$ cat src/rtl/udma_rx_aligner.sv
// rtl/udma_rx_aligner.sv - packs PHY RX beats into 32-bit uDMA words with offset skip, byte swap and size trim
// Optional abort port pair (cfg_abort_i / abort_o): define UDMA_RX_ALIGNER_ABORT_EN
module udma_rx_aligner #(
  parameter int TRANS_SIZE = 16,
  parameter int PHY_W      = 16,
  parameter bit SWAP_DEF   = 1'b0
) (
  input  logic                  clk_i,
  input  logic                  rst_i,
  input  logic                  cfg_start_i,
  input  logic [TRANS_SIZE-1:0] cfg_rx_size_i,
  input  logic [1:0]            cfg_offset_i,
  input  logic                  cfg_swap_i,
`ifdef UDMA_RX_ALIGNER_ABORT_EN
  input  logic                  cfg_abort_i,
  output logic                  abort_o,
`endif
  input  logic                  src_valid_i,
  output logic                  src_ready_o,
  input  logic [PHY_W-1:0]      src_data_i,
  output logic                  dst_valid_o,
  input  logic                  dst_ready_i,
  output logic [31:0]           dst_data_o,
  output logic                  dst_last_o,
  output logic                  busy_o,
  output logic                  done_o
);
  localparam int         PHY_B  = PHY_W / 8;
  localparam int         ACC_B  = 4 + PHY_B;
  localparam int         ACC_W  = 8 * ACC_B;
  localparam logic [2:0] PHY_BL = 3'(PHY_B);

  typedef enum logic [1:0] {IDLE, RUN, DRAIN} state_t;
  state_t state, state_nx;

  logic [ACC_W-1:0]      acc, acc_app, acc_nx;
  logic [3:0]            fill, total, moved, fill_nx;
  logic [1:0]            skip;
  logic [2:0]            drop, avail, app;
  logic [TRANS_SIZE-1:0] to_recv, recv_nx, rem;
  logic [PHY_W-1:0]      beat, beat_sh;
  logic                  swap_q, accept, emit, last_w, done_nx, start_ok, abort_hit;

`ifdef UDMA_RX_ALIGNER_ABORT_EN
  assign abort_hit = cfg_abort_i && (state != IDLE);
`else
  assign abort_hit = 1'b0;
`endif

  // Swap and trim the incoming beat, append it behind the buffered bytes, decide on a word this cycle
  always_comb begin
    beat = src_data_i;
    if (swap_q) begin
      for (int b = 0; b < PHY_B; b++) beat[8*b +: 8] = src_data_i[8*(PHY_B-1-b) +: 8];
    end
    accept  = src_valid_i & src_ready_o;
    drop    = ({1'b0, skip} < PHY_BL) ? {1'b0, skip} : PHY_BL;
    avail   = PHY_BL - drop;
    app     = 3'd0;
    if (accept) app = (to_recv < TRANS_SIZE'(avail)) ? to_recv[2:0] : avail;
    beat_sh = beat >> {drop, 3'b000};
    acc_app = acc;
    for (int i = 0; i < ACC_B; i++) begin
      for (int j = 0; j < PHY_B; j++) begin
        if (j < int'(app) && i == int'(fill) + j) acc_app[8*i +: 8] = beat_sh[8*j +: 8];
      end
    end
    total   = fill + {1'b0, app};
    recv_nx = to_recv - TRANS_SIZE'(app);
    moved   = (total >= 4'd4) ? 4'd4 : total;
    emit    = (state != IDLE) && !abort_hit &&
              ((total >= 4'd4) || (recv_nx == '0 && total != 4'd0)) &&
              (!dst_valid_o || dst_ready_i);
    last_w  = (rem == TRANS_SIZE'(moved));
    fill_nx = emit ? (total - moved) : total;
    acc_nx  = emit ? (acc_app >> 32) : acc_app;
  end

  // Transfer sequencing: start, end of reception, final handshake, abort
  always_comb begin
    state_nx = state;
    done_nx  = 1'b0;
    start_ok = 1'b0;
    case (state)
      IDLE: begin
        if (cfg_start_i) begin
          start_ok = 1'b1;
          if (cfg_rx_size_i != '0) state_nx = RUN;
          else                     done_nx  = 1'b1;
        end
      end
      RUN: begin
        if (recv_nx == '0) state_nx = DRAIN;
      end
      DRAIN: begin
        if (dst_valid_o && dst_ready_i && dst_last_o) begin
          state_nx = IDLE;
          done_nx  = 1'b1;
        end
      end
      default: state_nx = IDLE;
    endcase
    if (abort_hit) begin
      state_nx = IDLE;
      done_nx  = 1'b1;
    end
  end

  // State register
  always_ff @(posedge clk_i or posedge rst_i) begin
    if (rst_i) state <= IDLE;
    else       state <= state_nx;
  end

  // Accumulator, counters and latched configuration
  always_ff @(posedge clk_i or posedge rst_i) begin
    if (rst_i) begin
      acc     <= '0;
      fill    <= '0;
      skip    <= '0;
      to_recv <= '0;
      rem     <= '0;
      swap_q  <= SWAP_DEF;
    end else if (start_ok) begin
      acc     <= '0;
      fill    <= '0;
      skip    <= cfg_offset_i;
      to_recv <= cfg_rx_size_i;
      rem     <= cfg_rx_size_i;
      swap_q  <= cfg_swap_i;
    end else if (abort_hit) begin
      acc     <= '0;
      fill    <= '0;
      skip    <= '0;
      to_recv <= '0;
      rem     <= '0;
    end else if (state != IDLE) begin
      acc     <= acc_nx;
      fill    <= fill_nx;
      to_recv <= recv_nx;
      if (accept) skip <= skip - drop[1:0];
      if (emit)   rem  <= rem - TRANS_SIZE'(moved);
    end
  end

  // Registered handshake/status outputs and the output word stage
  always_ff @(posedge clk_i or posedge rst_i) begin
    if (rst_i) begin
      src_ready_o <= 1'b0;
      busy_o      <= 1'b0;
      done_o      <= 1'b0;
      dst_valid_o <= 1'b0;
      dst_data_o  <= '0;
      dst_last_o  <= 1'b0;
    end else begin
      src_ready_o <= (state_nx == RUN) && (start_ok || fill_nx <= 4'd4);
      busy_o      <= (state_nx != IDLE);
      done_o      <= done_nx;
      if (abort_hit) begin
        dst_valid_o <= 1'b0;
        dst_last_o  <= 1'b0;
      end else if (emit) begin
        dst_valid_o <= 1'b1;
        dst_data_o  <= acc_app[31:0];
        dst_last_o  <= last_w;
      end else if (dst_ready_i) begin
        dst_valid_o <= 1'b0;
        dst_last_o  <= 1'b0;
      end
    end
  end

`ifdef UDMA_RX_ALIGNER_ABORT_EN
  // Abort indication travels with its done pulse
  always_ff @(posedge clk_i or posedge rst_i) begin
    if (rst_i) abort_o <= 1'b0;
    else       abort_o <= abort_hit;
  end
`endif

endmodule

$ cat config.mk
export PLATFORM = sky130hd
export DESIGN_NAME = udma_rx_aligner
export DESIGN_NICKNAME = d
export VERILOG_FILES = /design/src/rtl/udma_rx_aligner.sv
export SDC_FILE = /design/constraint.sdc
export NUM_CORES = 1
export LEC_CHECK = 0
export ABC_AREA = 1
export CORE_MARGIN = 4
export CORE_UTILIZATION = 55
export DETAILED_ROUTE_END_ITERATION = 8
export MAX_ROUTING_LAYER = met4
export PLACE_DENSITY = 0.77
export SYNTH_ARGS = -nofsm -noshare
export SYNTH_HDL_FRONTEND = slang
export SYNTH_SLANG_ARGS = --single-unit
$ cat constraint.sdc
create_clock -name clk_i -period 8 [get_ports clk_i]
set_clock_uncertainty 0.2 [all_clocks]
set_input_delay 0.8 -clock clk_i [delete_from_list [all_inputs] [get_ports clk_i]]
set_output_delay 0.8 -clock clk_i [all_outputs]
set_load 0.05 [all_outputs]
==> results.md <==
- Outcome: finished, final reports clean
- Average routed wire per standard cell: 16.1 µm
- First-pass GRT wire length: 36.3 mm
- Rel. slew slack: 23.3%
- Syn. warnings: 0
- Netlist Area Pre-Place: 0.00764 mm²
- Flops & latches, synth: 126
- Mux cell area share after synthesis: 0.131%
- Area Overhead vs Synth: 19.0%
- IO buf count: 76
- Clock insertion delay at the later pin of the skew report: 0.42 ns
- Min-delay worst type: register to register
- Syn avg cell area: 6.83 µm²
- Peak VDD IR: 0.243 mV
- Max-cap violations: 0
- RSZ-0062 raised after global routing: no
- Post-route ant nets: 0
- Die width: 126 µm
- Worst path max stage delay: 0.40 ns
- Clock Sinks: 126
- CTS HTree Levels: 4
- Worst Tran Pin Value: 1.15 ns
- Root buffer cell: clkbuf_16
- Die height: 126 µm
- CP Capture Type: register
- Arr. time, crit path: 5.70 ns
- Clock Path Buffers: 2
- Fin crit period: 5.61 ns
- Synth area leader: dfrtp_1
- Initial antenna violation count: 0
- Power per cell area: 417 mW/mm²
- Area share of xor/xnor cells in the synthesized design: 0.802%
- Fraction of the mapped netlist area in adder cells: 2.59%
- Critical Path RT: 8.09 ns
- WL final: 21.9 mm
- Number of global-route vias before repair: 7083
- Final period util: 70.1%
- Largest family of logic cells by synthesized area: simple AND/OR/NAND/NOR gates
- Highest Clock Rate: 178 MHz
- Boundary pin count: 77
- Hold Vio Cnt, Final: 0
- # DRC: 0
- Total die area: 0.0158 mm²
- Initial Utilization: 57.0%
- Critical-path cell with the highest stage delay: dfrtp_1
- Post-synth cell types: 39
- GRT Residual Overflow: 0
- Total GRT Usage: 29.1%
- Post-Syn Instances: 1119
- Nets: 1229
- Final setup violating endpoints: 0
- Fin. max-slew vios: 0
- CP Class: register to register
- CTS tree: yes
- DR iter-0 viols: 941
- Dpl hpwl: 14.8 mm
- Total setup buffers inserted after CTS: 0
- Post-layout total power: 0.00379 W
- Setup TNS: 0 ns
- Gpl congestion: 0.923
- Pleak: 4.52 nW
- Complex-gate fraction of the synthesized area: 11.4%
- Leading post-synthesis cells by cell area: dfrtp_1 41%, nand2_1 23%, nand3_1 5.3%
- FFs w/ async S/R, synth: 100%
- Primary FF master, synth: dfrtp_1
- Simple-gate share of the synthesized area: 35.8%
- Via/cell ratio: 5.55
- Core area: 0.0134 mm²
- Reg clk slew, reported paths: 0.06 ns
- Critical path launch point type: register
- Synth top area share: 41.3%
- Most frequent CP cell: nor2_1
- Ratio of cells with drive above 1 in the final layout: 5.64%
- Num CTS Buffers: 17
- Number of cell rows: 42
- Hold buffer count at CTS: 0
- First-pass iteration count of the detailed router: 6
- Largest net degree at the start of global routing: 78
- Crit-path max FO: 17
- Number of synthesized flops with an enable pin: 0
- CTS resizes: 0
- Sequential fraction of the synthesis area: 41.3%
- Antenna cells: 0
- Via count: 7566
[cell type report]
| type | instances | area [µm²] |
|---|---|---|
| clock buffers | 21 | 460 |
| clock inverters | 11 | 188 |
| fillers | 1205 | 4310 |
| inverters | 98 | 372 |
| multi-input cells | 851 | 3900 |
| flip-flops and latches | 126 | 3150 |
| well taps | 176 | 220 |
| repair buffers | 81 | 798 |
[stage by stage]
step                hold slack, ns  area (µm²)  util [%]  instances  setup slack [ns]
detailed placement           0.264        8450      63.0       1332              2.47
global placement             0.263        8450      63.0       1332              2.62
finish                       0.275        9090      67.9       1364              2.39
CTS                          0.281        9090      67.9       1364              2.43
floorplan                    0.249        7650         -       1120              3.21
global route                 0.296        9090      67.9       1364              1.80
[synth_stat cells (2+ instances only)]
library cell  instances
nand2_1             460
dfrtp_1             126
nor2_1               92
inv_1                87
nand3_1              81
o21ai_0              68
a21oi_1              28
a31oi_1              21
clkbuf_1             19
buf_2                18
o211ai_1             15
ha_1                 11
or2_2                10
nand4_1               9
inv_2                 8
o22ai_1               8
xor2_1                6
buf_4                 5
nor2_2                5
nor4_1                5
o21ai_1               5
o221ai_1              4
buf_6                 3
fa_1                  3
nand2_2               3
nor3_1                3
clkinv_1              2
conb_1                2
nand3b_1              2
[cells in the final DEF, fill, tap and decap left out, types with 5 or more instances in the layout]
master,count
nand2_1,460
dfrtp_1,126
nor2_1,91
inv_1,86
nand3_1,81
clkdlybuf4s50_1,76
o21ai_0,68
a21oi_1,28
a31oi_1,21
clkbuf_16,17
o211ai_1,15
ha_1,11
or2_2,10
nand4_1,9
inv_2,8
o22ai_1,8
xor2_1,6
o21ai_1,5
nor4_1,5
bufinv_16,5
buf_4,5
[routing by layer]
metal / vias up / global-route usage [%] / part of all wire, %
li1: 3713 / - / -
met2: 322 / 40.7 / 42
met1: 3490 / 42.7 / 47
met3: 41 / 6.90 / 8.5
met4: 0 / 7.82 / 1.7
met5: - / - / 0
[report_power, final]
group,internal (W),switching (W)
combinational,0.000542,0.00138
sequential,0.000847,0.000164
clock,0.000567,0.000289
total,0.00196,0.00184
[critical path: cells and delay by family, from the launching register on]
kind	cells	cell delay [ns]
adders and majority gates	4	1.25
xor gates and xnor gates	2	0.39
buffers and inverters	4	0.68
AOI/OAI and AO/OA	3	0.47
DFF	1	0.40
and+or+nand+nor	18	2.06
[state kept, by name, indices dropped and copies added (netlist names)]
signal,count
acc,48
dst_data_o,32
rem,16
to_recv,16
fill,4
skip,2
state,2
busy_o,1
done_o,1
dst_last_o,1
dst_valid_o,1
src_ready_o,1
swap_q,1
[worst paths after layout]
path                       slack, ns  cells past startpoint                    endpoint                        from
max                             2.39                     31         rem[15]$_DFFE_PP0P_         skip[1]$_DFFE_PP0P_
min                             0.28                      2  dst_data_o[14]$_DFFE_PP0P_  dst_data_o[14]$_DFFE_PP0P_
max reg2reg                     2.39                     31         rem[15]$_DFFE_PP0P_         skip[1]$_DFFE_PP0P_
min reg2reg                     0.28                      2  dst_data_o[14]$_DFFE_PP0P_  dst_data_o[14]$_DFFE_PP0P_
max in group asynchronous       5.56                      3         acc[46]$_DFFE_PP0P_                       rst_i
min in group asynchronous       0.62                      2     to_recv[11]$_DFFE_PP0P_                       rst_i
[cell families (layout without fill, tap and decap cells)]
family          count (synthesis)  in the layout
buf+inv                       143            211
simple gates                  672            672
fa+ha+maj                      14             14
other cells                     2              3
compound gates                154            154
mux                             1              1
xor+xnor                        7              7
flops                         126            126
No activity file was read; power rests on OpenSTA's default activity.
